--- config.mk ---
export PLATFORM = sky130hd
export DESIGN_NAME = btb_update_ctrl
export DESIGN_NICKNAME = d
export VERILOG_FILES = /design/src/rtl/btb_update_ctrl.sv
export SDC_FILE = /design/constraint.sdc
export NUM_CORES = 1
export LEC_CHECK = 0
export ABC_AREA = 1
export BUFFER_PORTS_ARGS = -buffer_cell sky130_fd_sc_hd__buf_2
export CAP_MARGIN = 20
export CORE_UTILIZATION = 40
export CTS_CLUSTER_SIZE = 30
export DETAILED_ROUTE_END_ITERATION = 7
export PLACE_DENSITY = 0.59
export SYNTH_ARGS = -nofsm -noshare
export SYNTH_HDL_FRONTEND = slang
export SYNTH_SLANG_ARGS = --single-unit
--- constraint.sdc ---
create_clock -name clk -period 7.1 [get_ports clk]
set_clock_uncertainty 0.15 [all_clocks]
set_input_delay 1.42 -clock clk [delete_from_list [all_inputs] [get_ports clk]]
set_output_delay 1.42 -clock clk [all_outputs]
set_load 0.01 [all_outputs]
--- src/rtl/btb_update_ctrl.sv ---
// BTB write-side controller: mispredict detection, registered redirect, coalescing update FIFO.
// Optional BTB_STATS_EN adds saturating stat_cti / stat_mispred counters.
module btb_update_ctrl #(
  parameter int unsigned DEPTH = 4,
  parameter int unsigned PTR_W = $clog2(DEPTH)
) (
  input  logic        clk,
  input  logic        rst,
  input  logic        ex_valid,
  output logic        ex_ready,
  input  logic        ex_is_cti,
  input  logic [31:0] ex_pc,
  input  logic        ex_taken,
  input  logic [31:0] ex_target,
  input  logic        ex_pred_hit,
  input  logic [32:0] ex_pred_target,
  output logic        redirect_valid,
  output logic [31:0] redirect_pc,
  output logic        upd_valid,
  input  logic        upd_ready,
  output logic [31:0] upd_pc,
  output logic [32:0] upd_target
`ifdef BTB_STATS_EN
  ,
  output logic [31:0] stat_cti,
  output logic [31:0] stat_mispred
`endif
);

  localparam logic [PTR_W:0]   CNT_FULL = (PTR_W+1)'(DEPTH);
  localparam logic [PTR_W:0]   CNT_ONE  = (PTR_W+1)'(1);
  localparam logic [PTR_W-1:0] PTR_ONE  = PTR_W'(1);

  logic [31:0]      fifo_pc  [DEPTH];
  logic [32:0]      fifo_tgt [DEPTH];
  logic [PTR_W-1:0] rd_ptr;
  logic [PTR_W-1:0] wr_ptr;
  logic [PTR_W-1:0] tail_ptr;
  logic [PTR_W:0]   count;

  logic [31:0] pc_plus4;
  logic        pred_taken;
  logic [31:0] pred_npc;
  logic [31:0] act_npc;
  logic        mispredict;
  logic        accept;
  logic        enq;
  logic        pop;
  logic        coalesce;
  logic        push;

  always_comb begin
    pc_plus4   = ex_pc + 32'd4;
    pred_taken = ex_pred_hit && ex_pred_target[32];
    pred_npc   = pred_taken ? ex_pred_target[31:0] : pc_plus4;
    act_npc    = ex_taken ? ex_target : pc_plus4;
    mispredict = ex_is_cti && (pred_npc != act_npc);
  end

  assign ex_ready  = (count != CNT_FULL);
  assign upd_valid = (count != '0);
  assign upd_pc     = upd_valid ? fifo_pc[rd_ptr]  : '0;
  assign upd_target = upd_valid ? fifo_tgt[rd_ptr] : '0;

  // Coalescing is suppressed when the tail is also the head being popped
  // this cycle; the update is then pushed as a fresh entry instead.
  always_comb begin
    accept   = ex_valid && ex_ready;
    enq      = accept && mispredict && (ex_taken || ex_pred_hit);
    pop      = upd_valid && upd_ready;
    tail_ptr = wr_ptr - PTR_ONE;
    coalesce = enq && (count != '0) && (fifo_pc[tail_ptr] == ex_pc)
               && !((count == CNT_ONE) && pop);
    push     = enq && !coalesce;
  end

  always_ff @(posedge clk) begin
    if (push) begin
      fifo_pc[wr_ptr]  <= ex_pc;
      fifo_tgt[wr_ptr] <= {ex_taken, act_npc};
    end else if (coalesce) begin
      fifo_tgt[tail_ptr] <= {ex_taken, act_npc};
    end
  end

  always_ff @(posedge clk or negedge rst) begin
    if (!rst) begin
      rd_ptr <= '0;
      wr_ptr <= '0;
      count  <= '0;
    end else begin
      if (push) wr_ptr <= wr_ptr + PTR_ONE;
      if (pop)  rd_ptr <= rd_ptr + PTR_ONE;
      case ({push, pop})
        2'b10:   count <= count + CNT_ONE;
        2'b01:   count <= count - CNT_ONE;
        default: count <= count;
      endcase
    end
  end

  always_ff @(posedge clk or negedge rst) begin
    if (!rst) begin
      redirect_valid <= 1'b0;
      redirect_pc    <= '0;
    end else begin
      redirect_valid <= accept && mispredict;
      if (accept && mispredict) redirect_pc <= act_npc;
    end
  end

`ifdef BTB_STATS_EN
  always_ff @(posedge clk or negedge rst) begin
    if (!rst) begin
      stat_cti     <= '0;
      stat_mispred <= '0;
    end else begin
      if (accept && ex_is_cti && (stat_cti != '1))
        stat_cti <= stat_cti + 32'd1;
      if (accept && mispredict && (stat_mispred != '1))
        stat_mispred <= stat_mispred + 32'd1;
    end
  end
`endif

endmodule

==> Word-level counts from Yosys, hierarchy flattened <==
Memory sizes are Yosys's and may differ from the RTL's.
Index checks and enable logic that the tools add are counted.
{ "totals": {"ff_bits": 40, "latchBits": 0, "mem_bits_rw": 260, "mem_bits_ro": 0, "input_bits": 104, "output_inout_bits": 100, "wordCells": 49, "n_memories": 2} }
{ "op_classes": {"n_addsub": 6, "n_mul": 0, "div_mod_pow": 0, "n_lt_le_gt_ge": 0, "n_eq_ne": 6, "shift": 0, "mux": 13, "n_bitwise": 0, "n_reduce_logical": 17} }
{ "memory_table": {"columns": ["name", "words", "width", "rd", "rd_ports_with_merged_regs", "write_ports", "line", "source"], "rows": [
  ["fifo_tgt", 4, 33, 1, 0, 1, "35", "logic [32:0] fifo_tgt [DEPTH];"],
  ["fifo_pc", 4, 32, 2, 0, 1, "34", "logic [31:0] fifo_pc [DEPTH];"]
]} }
{ "op_table": {"columns": ["operator", "count"], "rows": [
  ["32-bit two-way mux", 3],
  ["33-bit two-way mux", 2],
  ["33-bit OR reduction", 1],
  ["32-bit by 3-bit adder with 32-bit output (second input constant)", 1],
  ["32-bit equality test", 1],
  ["32-bit inequality test", 1],
  ["1-bit logical AND", 11],
  ["1-bit two-way mux", 6],
  ["3-bit case mux with 2 select lines", 1],
  ["2-bit by 1-bit adder with 2-bit output (second input constant)", 2],
  ["3-bit by 1-bit adder with 3-bit output (second input constant)", 1],
  ["3-bit by 1-bit equality test with 1-bit output (second input constant)", 1],
  ["3-bit inequality test (second input constant)", 1],
  ["3-bit nonzero test", 1],
  ["3-bit by 1-bit subtractor with 3-bit output (second input constant)", 1],
  ["2-bit by 1-bit equality test with 1-bit output (second input constant)", 1],
  ["2-bit equality test (second input constant)", 1],
  ["1-bit zero test", 2],
  ["2-bit two-way mux", 1],
  ["2-bit nonzero test", 1],
  ["2-bit by 1-bit subtractor with 2-bit output (second input constant)", 1],
  ["1-bit logical OR", 1]
]} }

==> Longest topological paths before layout <==
Gate-level depths: netlist of the first run.
{ "depth": {"word_depth": 15, "mapped_depth": 25, "depth_no_buf": 25} }

==> Worst setup path before layout of the first run <==
Ideal clock, no wire load.
{ "synth_path": {"path_type": "input-to-reg", "startpoint": "input port ex_pc[2]", "endpoint": "memory fifo_tgt[0][0] (enable)", "setup_ns": 0.423, "arrival_ns": 4.554, "required_ns": 6.527, "path_slack_ns": 1.973, "stages": 19, "path_buffers": 0, "path_cell_list": "ha_1 > inv_1 > nor2_2 > nand2_2 > inv_1 > nand2_1 > nand2_1 > nand2_1 > nand2_1 > nand2_1 > nand2_1 > nand2_1 > nor2_1 > nand2_1 > nor2_1 > nand3_4 > nand4_1 > nand3_1 > nor2_1"} }
{ "synth_via": {"elab_chain_len": 15, "elab_cells_between_ends": 21, "cone_classes": "add/sub (1); eq/ne (2); mux (9); reduce/logical (9)"} }
{ "synth_lines": {"columns": ["element", "line", "source"], "rows": [
  ["from (decl)", "12", "input logic [31:0] ex_pc,"],
  ["32-bit by 3-bit adder with 32-bit output (*)", "53", "pc_plus4 = ex_pc + 32'd4;"],
  ["32-bit two-way mux (*)", "56", "act_npc = ex_taken ? ex_target : pc_plus4;"],
  ["named net act_npc[18]", "44", "logic [31:0] act_npc;"],
  ["32-bit inequality test (*)", "57", "mispredict = ex_is_cti && (pred_npc != act_npc);"],
  ["1-bit logical AND (*)", "57", null],
  ["1-bit logical AND (*) (2 in series)", "69", "enq = accept && mispredict && (ex_taken || ex_pred_hit);"],
  ["1-bit logical AND (2 in series)", "72", "coalesce = enq && (count != '0) && (fifo_pc[tail_ptr] == ex_pc)"],
  ["1-bit logical AND", "73", "&& !((count == CNT_ONE) && pop);"],
  ["1-bit zero test", "74", "push = enq && !coalesce;"],
  ["1-bit logical AND", "74", null],
  ["1-bit two-way mux", "78", "if (push) begin"],
  ["1-bit two-way mux (not written as such)", "82", "fifo_tgt[tail_ptr] <= {ex_taken, act_npc};"],
  ["33-bit OR reduction (no line)", null, null],
  ["2-bit two-way mux (no line) / 1-bit two-way mux (equally long branches)", null, null],
  ["to (decl)", "35", null]
]} }
Mark *: on every way through the listed nets, which the timed path passes. The rest lies on a longest branch.

==> Worst setup path after layout of the first run <==
{ "layout_path": {"startpoint": "input port ex_taken", "endpoint": "register count[2]"} }
{ "layout_via": {"elab_chain_len": 12, "elab_cells_between_ends": 15, "cone_classes": "eq/ne (3); mux (2); reduce/logical (10)"} }
{ "layout_lines": {"columns": ["element", "line", "source"], "rows": [
  ["from (decl)", "13", "input logic ex_taken,"],
  ["32-bit two-way mux (*)", "56", null],
  ["named net act_npc[1]", "44", null],
  ["32-bit inequality test (*)", "57", null],
  ["1-bit logical AND (*)", "57", null],
  ["1-bit logical AND (*) (2 in series)", "69", null],
  ["1-bit logical AND (2 in series)", "72", null],
  ["1-bit logical AND", "73", null],
  ["1-bit zero test", "74", null],
  ["1-bit logical AND (*)", "74", null],
  ["2-bit by 1-bit equality test with 1-bit output / 2-bit equality test (equally long branches)", "94", "case ({push, pop})"],
  ["3-bit case mux with 2 select lines / 2-bit nonzero test (equally long branches)", null, null],
  ["to (signal assigned)", "95", "2'b10: count <= count + CNT_ONE;"],
  ["to (signal assigned)", "96", "2'b01: count <= count - CNT_ONE;"],
  ["to (signal assigned)", "97", "default: count <= count;"],
  ["to (decl)", "39", "logic [PTR_W:0] count;"]
]} }
Marks and branches as above.
A chain may end at the register's enable or synchronous reset.

==> results of run 1 <==
final timing paths:
path,slack [ns],depth (start not counted),start,to
setup / recovery,2.07,16,ex_taken,count[2]$_DFFE_PN0P_
hold / removal,0.32,2,redirect_pc[9]$_DFFE_PN0P_,redirect_pc[9]$_DFFE_PN0P_
setup reg to reg,2.54,16,wr_ptr[1]$_DFFE_PN0P_,fifo_tgt[3][28]$_DFFE_PP_
hold reg to reg,0.32,2,redirect_pc[9]$_DFFE_PN0P_,redirect_pc[9]$_DFFE_PN0P_
max in group asynchronous,5.45,2,rst,wr_ptr[0]$_DFFE_PN0P_
min in group asynchronous,0.86,2,rst,redirect_pc[3]$_DFFE_PN0P_
stage by stage:
step	setup slack (ns)	area, sq um	power [W]
finish	2.07	18700	0.00747
global route	1.72	18700	0.00793
CTS	2.05	18600	0.00750
detailed placement	1.51	17500	0.00570
global placement	1.55	17500	0.00566
floorplan	1.97	16000	0.00441
cells by family after synthesis:
| logic type | count (synthesis) | share of synthesized area |
|---|---|---|
| buf+inv | 170 | 0.0439 |
| xor+xnor | 33 | 0.0180 |
| flops | 300 | 0.550 |
| fa+ha+maj | 10 | 0.00781 |
| compound gates | 273 | 0.0876 |
| simple gates | 1134 | 0.293 |
sequential cells by signal, indices dropped and copies added, names as in the netlist:
name            cells
count               3
fifo_pc           128
fifo_tgt          132
rd_ptr              2
redirect_pc        32
redirect_valid      1
wr_ptr              2
critical path: stages:
cell and delay [ns]:
buf_2 0.12, buf_4 0.28, o21ai_0 0.81, xnor2_1 0.17, nor4_1 0.54, nand3_1 0.17, nor2_1 0.25, nand3_4 0.16
nand2_8 0.33, nor2_2 0.13, inv_2 0.18, ha_1 0.30, nor2_1 0.12, o21ai_0 0.10, xor2_1 0.13, inv_1 0.05
cell type report:
type                       count  share of cell area
sequential                   300               0.472
multi-input combinational   1450               0.351
timing repair buffer         229              0.0662
clock buffer                  47              0.0532
tap                          518              0.0347
inverter                      68              0.0139
clock inverter                16             0.00825
antenna                        2            0.000268
metal layers:
metal	part of all wire	vias up	GRT usage
met5	0	-	0
met3	0.065	93	0.0303
met2	0.47	565	0.403
li1	-	6719	-
met4	0.030	0	0.0881
met1	0.44	6575	0.351
cells in the mapped netlist (13+ instances only):
master | count | share of area
nand2_1 | 560 | 0.13
nor2_1 | 346 | 0.081
edfxtp_1 | 260 | 0.49
o21ai_0 | 173 | 0.054
nand3_1 | 145 | 0.045
a21oi_1 | 69 | 0.022
clkbuf_1 | 66 | 0.015
inv_1 | 63 | 0.015
dfrtp_1 | 40 | 0.062
or2_2 | 38 | 0.015
xor2_1 | 20 | 0.011
buf_2 | 17 | 0.0053
o21ai_1 | 17 | 0.0053
nand4_1 | 16 | 0.0062
xnor2_1 | 13 | 0.0071
power groups by stage:
stage | clock, W | sequential [W] | combinational [W]
after floorplan | 0 | 0.00234 | 0.00207
after global placement | 0 | 0.00243 | 0.00323
after detailed placement | 0 | 0.00244 | 0.00326
after CTS | 0.00182 | 0.00240 | 0.00328
after global routing | 0.00189 | 0.00244 | 0.00360
final | 0.00180 | 0.00240 | 0.00326
==> out/metrics.csv, run 1 <==
stage,metric,value,unit
status,status,completed,
place,gp_congestion,0.905,
power,p_leak,7.78,nW
drt,drc,0,
floorplan,core_area,39100,sq um
critical_path,endpoint_kind,flop,
synth,synth-async-reset-ratio,0.133,
sta,rsz0062_at_grt,false,
clock_network,ctsResizeCount,0,
place,dpl.cell_count,2564,
synth,synth_ff_type,edfxtp_1,
sta,finalHoldViolations,0,
clock_network,clock_path_buffers,3,
clock_network,root_buffer,clkbuf_16,
drt,detail-route-antenna-nets,0,
finish,fin_cells,2630,
power,sw_frac_of_total,0.420,
clock_network,cts.sinks,300,
finish,final_common_cell,nand2_1,
grt,grt_pass1_wl,78000,um
finish,fin_nets,2198,
grt,grt_pass1_vias,13200,
finish,area.growth.synth_to_final,16.5,%
synth,ys_seq_area_frac,0.550,
clock_network,cts.hold.buffers_added,0,
finish,ff_latch_area,8820,sq um
job,drv_cap,0,
clock_network,post-cts-setup-buffer-count,0,
power,share_seq_of_total_power,0.322,
hold_path,hold_path_class,reg2reg,
floorplan,io_pins,204,
place,place_hpwl,33900,um
sta,setup_violations,0,
sta,hold_slack,0.324,ns
finish,multiInputGateArea,6550,sq um
synth,synthesis.area,16000,sq um
clock_network,htreeDepth,2,
sta,timing.final.crit_share,0.708,
finish,drive_gt1_frac,0.169,
drt,routed_via_density,5.30,
critical_path,start_kind,primary input,
clock_network,cts_tree,done,
finish,nFillCells,3806,
synth,synth_area_per_cell,8.34,sq um
critical_path,critPathRequiredTime,7.36,ns
grt,overflow,0,
drt,wl_per_cell,19.7,um
critical_path,crit_path_max_fanout,53,
place,numPortBuffers,203,
sta,maxSlewViolCount,0,
finish,finalCoreUtilization,0.477,
grt,track_usage,0.251,
critical_path,crit_type,in2reg,
power,combPwrFrac,0.437,
floorplan,initial_utilization,0.410,
power,powerDensity,400,nW/um^2
clock_network,cts_buffers,35,
sta,slew_headroom,0.373,
synth,ys_ff_latch,300,
drt,vias,14000,
power,power_switching,0.00314,W
sta,max_slew.worst_pin.slew,0.931,ns
power,p_clk_frac,0.241,
drt,wl,51800,um
clock_network,clk_pin_slew,0.06,ns
drt,drtIter0Drc,1340,
floorplan,die_w,202,um
power,ir_worst_vdd,0.217,mV
floorplan,fp.dieH,202,um
synth,yosys_warnings,0,
finish,layout_common_cells,"nand2_1 (559), nor2_1 (337), edfxtp_1 (260)",
synth,synth_nets,2034,
floorplan,dieArea,40900,sq um
grt,antenna_found_initial,2,
synth,synthCells,1920,
sta,fmax,0.199,GHz
sta,finalCriticalPeriod,5.03,ns
synth,synth-edff-count,260,
sta,setup_tns,0,ns
critical_path,crit_arrival,5.28,ns
drt,first_pass_iters,5,
synth,ys_types,36,
clock_network,insertion_delay,0.52,ns
grt,grt_max_degree,71,
power,p_int,0.00433,W
floorplan,fp-row-count,72,
No activity file was read; power rests on OpenSTA's default activity.
==> run 2, diff against run 1 <==
Settings changed: ABC_AREA 1 to 0.
Clock period 7.1 ns to 4.8 ns, I/O delays scaled along.
==> run 2 against run 1 <==
- combinational power grew 24%
- area after synthesis shrank 2.2%
- clock power grew 48%
- final area grew 2.8%
- die area shrank 2.2%
- cell count shrank 28%
- first-iteration DRC count shrank 50%
- flip-flop and latch count is the same
- power grew 37%
- hold slack lost 0.064 ns
- clock-buffer cell count shrank 5
- critical path depth shrank 1
- largest power group unchanged
==> out/metrics.csv, run 2 <==
stage,metric,value,unit,change
synth,synth_top_area_share,0.498,,+0.0110
sta,maxSlewViolCount,0,,unchanged
finish,largest_reg_flops,132,,unchanged
grt,grt_max_degree,40,,-44%
grt,antenna_found_initial,4,,+2
sta,finalCriticalPeriod,4.52,ns,
sta,rsz0062_at_grt,false,,
place,dpl.cell_count,1815,,-29%
synth,synth_ff_type,edfxtp_1,,
grt,grt_pass1_vias,10200,,-22%
floorplan,core_area,38600,sq um,-1.2%
sta,max_slew.worst_pin.slew,0.991,ns,+0.0595 ns
drt,wl_per_cell,24.0,um,+22%
synth,synth_nets,1171,,-42%
drt,drc,0,,unchanged
synth,synth.largest_area_cell,edfxtp_1,,
synth,synth-async-reset-ratio,0.133,,unchanged
grt,track_usage,0.229,,-0.0219
sta,timing.final.crit_share,0.942,,
place,place_hpwl,33200,um,-2.1%
critical_path,critPathRequiredTime,4.87,ns,-2.49 ns
drt,first_pass_iters,5,,unchanged
grt,overflow,0,,unchanged
sta,slew_headroom,0.333,,-0.0401
finish,drive_gt1_frac,0.373,,+0.204
floorplan,die_w,200,um,-1.1%
clock_network,htreeDepth,2,,unchanged
sta,finalHoldViolations,0,,unchanged
synth,synthesis.area,15700,sq um,-2.2%
sta,setup_violations,0,,unchanged
finish,top_regs,"fifo_tgt (132), fifo_pc (128), redirect_pc (32)",,
clock_network,ctsResizeCount,0,,unchanged
synth,synth_area_per_cell,14.8,sq um,+78%
critical_path,crit_arrival,4.59,ns,-0.69 ns
floorplan,initial_utilization,0.405,,-0.00435
sta,setup_tns,0,ns,unchanged
finish,layout_common_cells,"edfxtp_1 (260), buf_2 (203), mux4_2 (97)",,
floorplan,io_pins,204,,unchanged
place,gp_congestion,0.938,,+3.6%
finish,regMostFlops,fifo_tgt,,
critical_path,start_kind,flop,,
drt,routed_via_density,5.49,,+3.6%
synth,ys_ff_latch,300,,unchanged
clock_network,post-cts-setup-buffer-count,0,,unchanged
grt,grt_pass1_wl,66500,um,-15%
power,power,0.0102,W,+37%
critical_path,crit_type,reg2reg,,
power,powerDensity,534,nW/um^2,+33%
critical_path,crit_path_max_fanout,23,,-57%
synth,ys_types,78,,+120%
clock_network,clk_pin_slew,0.06,ns,about the same
finish,area.growth.synth_to_final,22.5,%,
floorplan,fp.dieH,200,um,-1.1%
sta,fmax,0.221,GHz,
floorplan,dieArea,40000,sq um,-2.2%
clock_network,cts_buffers,34,,-2.9%
critical_path,endpoint_kind,flop,,
drt,wl,45200,um,-13%
synth,synthCells,1057,,-45%
clock_network,root_buffer,clkbuf_16,,
finish,final_common_cell,edfxtp_1,,
drt,vias,10300,,-26%
clock_network,insertion_delay,0.52,ns,about the same
power,ir_worst_vdd,0.319,mV,+47%
job,drv_cap,0,,unchanged
drt,detail-route-antenna-nets,0,,unchanged
synth,yosys_warnings,0,,unchanged
synth,ys_seq_area_frac,0.562,,+0.0124
critical_path,crit_start,wr_ptr[0]$_DFFE_PN0P_,,
finish,fin_cells,1882,,-28%
finish,ff_latch_area,8820,sq um,unchanged
critical_path,r2r_start,wr_ptr[0]$_DFFE_PN0P_,,
clock_network,cts_tree,done,,
clock_network,cts.hold.buffers_added,0,,unchanged
synth,yosysMostFrequentCell,edfxtp_1,,
place,numPortBuffers,203,,unchanged
hold_path,hold_path_class,in2async,,
drt,drtIter0Drc,670,,-50%
floorplan,fp-row-count,72,,unchanged
synth,synth_area_leaders,"edfxtp_1 (50%), mux4_2 (14%), dfrtp_1 (6.4%)",,
synth,synth_common_cells,"edfxtp_1 (260), mux4_2 (97), xnor2_1 (83)",,
clock_network,cts.sinks,300,,unchanged
status,status,completed,,
power,p_leak,6.89,nW,-11%
finish,multiInputGateArea,6520,sq um,-0.50%
synth,synth-edff-count,260,,unchanged
finish,nFillCells,3396,,-11%
finish,fin_nets,1449,,-34%
clock_network,clock_path_buffers,3,,unchanged
## run 2: cell types whose count changed after synthesis, moves of 28 or more
cell      delta
clkbuf_1    -28
a21oi_1     -44
xnor2_1     +70
o21ai_0    -152
nand2_1    -522
mux4_2      +97
inv_1       -46
nand3_1    -125
nor2_1     -305
and2_1      +66
mux2_1      +32
or2_2       -34
## run 2: kinds of logic after synthesis
group	share of synthesized area
AO/OA/AOI/OAI	0.0438
XOR/XNOR	0.0783
adder cells (fa/ha/maj)	0.00799
buffers and inverters	0.0248
flip-flops	0.562
multiplexers	0.172
AND/OR/NAND/NOR	0.111
## run 2: critical path, cell delays in order (launching register included)
cell and delay (ns):
dfrtp_2 0.38, inv_1 0.11, ha_1 0.43, buf_12 0.23, buf_4 0.17, mux4_2 0.32, xor2_1 0.16, nor4_1 0.30
nand4_1 0.14, nor4_1 0.30, buf_4 0.19, nand4_1 0.15, buf_4 0.22, or3_1 0.35, a21oi_4 0.36, buf_12 0.23
## run 2: area by class of cell
cell class | instances | area share
Inverter | 17 | 0.00333
Antenna cell | 4 | 0.000522
Tap cell | 518 | 0.0338
Sequential cell | 300 | 0.459
Clock inverter | 19 | 0.0109
Multi-Input combinational cell | 672 | 0.340
Timing Repair Buffer | 310 | 0.103
Clock buffer | 42 | 0.0492
## run 2: routing by layer
metal | vias up | GRT usage | part of all wire
li1 | 4670 | - | -
met4 | 2 | 0.0696 | 0.026
met1 | 5246 | 0.327 | 0.44
met2 | 359 | 0.356 | 0.47
met5 | - | 0 | 0.00018
met3 | 62 | 0.0445 | 0.063
## run 2: where the power goes
part | total (W) | internal (W) | switching (W)
clock network | 0.00266 | 0.00162 | 0.00104
registers | 0.00354 | 0.00325 | 0.000289
logic | 0.00405 | 0.00199 | 0.00205
total | 0.0102 | 0.00686 | 0.00338
## run 2: path summary, 6_finish.rpt
path	to	slack, ns	cells past startpoint
hold reg to reg	redirect_pc[13]$_DFFE_PN0P_	0.34	1
min in group clk	redirect_pc[13]$_DFFE_PN0P_	0.34	1
max in group asynchronous	rd_ptr[1]$_DFFE_PN0P_	3.44	2
setup reg to reg	fifo_tgt[3][16]$_DFFE_PP_	0.28	15
setup / recovery	fifo_tgt[3][16]$_DFFE_PP_	0.28	15
hold / removal	redirect_pc[5]$_DFFE_PN0P_	0.26	1
## run 2: through the flow
stage	instance area [sq um]	utilization	hold WS [ns]	setup WS, ns
after detailed placement	18000	0.465	0.330	-0.0533
final	19200	0.497	0.260	0.276
after global placement	18000	0.465	0.321	-0.0571
after CTS	19100	0.495	0.267	0.00361
after floorplan	15700	-	0.320	0.00913
after global routing	19200	0.496	0.286	0.0792
==> run 3, diff against run 2 <==
Clock period 4.8 ns to 4.9 ns, I/O delays scaled along.
==> run 3 against run 2 <==
- worst setup slack gained 0.096 ns
- final area shrank 1.0%
- core utilization shrank 0.51 points
- global-route usage shrank 0.13 points
- non-clock buffer count shrank 11
- register-to-register slack gained 0.096 ns
- critical path depth shrank 3
- critical path type unchanged
- largest power group unchanged
- highest routed layer unchanged
==> out/metrics.csv, run 3 (synthesis gave the netlist of run 2 again) <==
stage,metric,value,unit,change
status,status,completed,,
place,place_hpwl,33000,um,-0.71%
finish,ff_latch_area,8820,sq um,unchanged
critical_path,cpMaxStageDelayCell,a21oi_4,,
clock_network,ctsResizeCount,0,,unchanged
sta,fmax,0.221,GHz,about the same
sta,max_slew.worst_pin.slew,0.891,ns,-0.0992 ns
finish,fin_cells,1867,,-0.80%
critical_path,start_kind,flop,,
sta,timing.final.crit_share,0.924,,-0.0185
place,dpl_cell_area,17900,sq um,-0.46%
floorplan,dieArea,40000,sq um,unchanged
clock_network,cts.hold.buffers_added,0,,unchanged
critical_path,crit_path_max_fanout,20,,-13%
drt,detail-route-antenna-nets,0,,unchanged
critical_path,crit_type,reg2reg,,
sta,maxSlewViolCount,0,,unchanged
place,dpl.cell_count,1804,,-0.61%
floorplan,fp-row-count,72,,unchanged
finish,drive_gt1_frac,0.365,,-0.00801
clock_network,cts_tree,done,,
grt,antenna_found_initial,3,,-1
sta,slew_headroom,0.400,,+0.0678
floorplan,core_area,38600,sq um,unchanged
floorplan,io_pins,204,,unchanged
critical_path,cp_slowest_stage_delay,0.49,ns,+0.06 ns
critical_path,critPathRequiredTime,5.03,ns,+0.16 ns
grt,overflow,0,,unchanged
sta,setup_violations,0,,unchanged
grt,track_usage,0.228,,-0.00133
finish,largest_reg_flops,132,,unchanged
place,gp_congestion,0.929,,-0.97%
critical_path,endpoint_kind,flop,,
drt,wl_per_cell,24.0,um,-0.12%
clock_network,clock_path_buffers,3,,unchanged
power,powerDensity,515,nW/um^2,-3.5%
grt,grt_max_degree,41,,+2.5%
finish,fin_nets,1435,,-0.97%
critical_path,crit_family,simple AND/OR/NAND/NOR gates,,
sta,finalHoldViolations,0,,unchanged
critical_path,crit_arrival,4.66,ns,+0.07 ns
critical_path,cp_cell_sequence,inv_1 -> ha_1 -> buf_4 -> mux4_2 -> xor2_1 -> nor4_1 -> nand4_1 -> nor4_1 -> nand4_1 -> or3_1 -> a21oi_4 -> buf_12,,
floorplan,fp.dieH,200,um,unchanged
clock_network,insertion_delay,0.58,ns,+0.06 ns
hold_path,hold_path_class,in2async,,
floorplan,die_w,200,um,unchanged
power,p_leak,6.78,nW,-1.6%
critical_path,critPathBufInv,3,,-3
clock_network,cts.sinks,300,,unchanged
finish,top_regs,"fifo_tgt (132), fifo_pc (128), redirect_pc (32)",,
finish,layout_common_cells,"edfxtp_1 (260), buf_2 (203), mux4_2 (97)",,
drt,wl,44800,um,-0.92%
drt,routed_via_density,5.52,,+0.56%
finish,nFillCells,3376,,-0.59%
finish,finalCoreUtilization,0.491,,-0.00515
finish,multiInputGateArea,6520,sq um,unchanged
floorplan,initial_utilization,0.405,,unchanged
clock_network,root_buffer,clkbuf_16,,
finish,regMostFlops,fifo_tgt,,
sta,rsz0062_at_grt,false,,
clock_network,clk_pin_slew,0.07,ns,about the same
power,power,0.00978,W,-4.5%
drt,vias,10300,,-0.24%
clock_network,cts_buffers,31,,-8.8%
finish,final_common_cell,edfxtp_1,,
drt,drtIter0Drc,817,,+22%
drt,drc,0,,unchanged
clock_network,htreeDepth,1,,-1
finish,area.growth.synth_to_final,21.2,%,
finish,fin_area,19000,sq um,-1.0%
sta,finalCriticalPeriod,4.53,ns,+0.00351 ns
drt,first_pass_iters,5,,unchanged
grt,grt_pass1_wl,66200,um,-0.40%
grt,grt_pass1_vias,10200,,-0.57%
job,drv_cap,0,,unchanged
clock_network,post-cts-setup-buffer-count,0,,unchanged
power,ir_worst_vdd,0.307,mV,-4.0%
sta,setup_tns,0,ns,unchanged
place,numPortBuffers,203,,unchanged
==> run 3: power breakdown <==
group	switching [W]	internal, W
Combinational	0.00194	0.00192
Clock	0.000970	0.00144
Sequential	0.000322	0.00318
==> run 3: per-layer routing <==
| layer | GRT usage | wire, um | vias to the layer above |
|---|---|---|---|
| met2 | 0.356 | 21100 | 359 |
| met5 | 0 | 10 | - |
| li1 | - | - | 4657 |
| met4 | 0.0797 | 1370 | 2 |
| met3 | 0.0276 | 2310 | 66 |
| met1 | 0.330 | 20000 | 5230 |
==> run 3: through the flow <==
step,setup slack (ns),hold WS [ns]
3_5_place_dp,-0.00573,0.326
4_1_cts,0.200,0.301
6_report,0.373,0.287
3_3_place_gp,0.0322,0.321
2_1_floorplan,0.0266,0.320
5_1_grt,0.124,0.331
==> run 3: path summary, 6_finish.rpt <==
path | start | endpoint | slack, ns | cells past startpoint
max in group asynchronous | rst | rd_ptr[1]$_DFFE_PN0P_ | 3.58 | 2
worst max register to register | wr_ptr[1]$_DFFE_PN0P_ | fifo_tgt[3][7]$_DFFE_PP_ | 0.37 | 12
worst min-delay path | rst | redirect_pc[11]$_DFFE_PN0P_ | 0.29 | 1
min in group clk | redirect_pc[31]$_DFFE_PN0P_ | redirect_pc[31]$_DFFE_PN0P_ | 0.33 | 1
worst max-delay path | wr_ptr[1]$_DFFE_PN0P_ | fifo_tgt[3][7]$_DFFE_PP_ | 0.37 | 12
worst min register to register | redirect_pc[31]$_DFFE_PN0P_ | redirect_pc[31]$_DFFE_PN0P_ | 0.33 | 1
==> run 3: worst reg2reg max path: stages, from the launching register on <==
cell and delay [ns]:
dfrtp_1 0.43, inv_1 0.13, ha_1 0.36, buf_4 0.29
mux4_2 0.39, xor2_1 0.20, nor4_1 0.28, nand4_1 0.17
nor4_1 0.32, nand4_1 0.30, or3_1 0.45, a21oi_4 0.49
buf_12 0.26
==> run 3: layout make-up <==
| class | count | share of cell area |
|---|---|---|
| sequential | 300 | 0.464 |
| tap | 518 | 0.0341 |
| inverter | 17 | 0.00336 |
| timing repair buffer | 299 | 0.100 |
| multi-input combinational | 672 | 0.343 |
| clock inverter | 18 | 0.0115 |
| antenna | 3 | 0.000395 |
| clock buffer | 40 | 0.0432 |
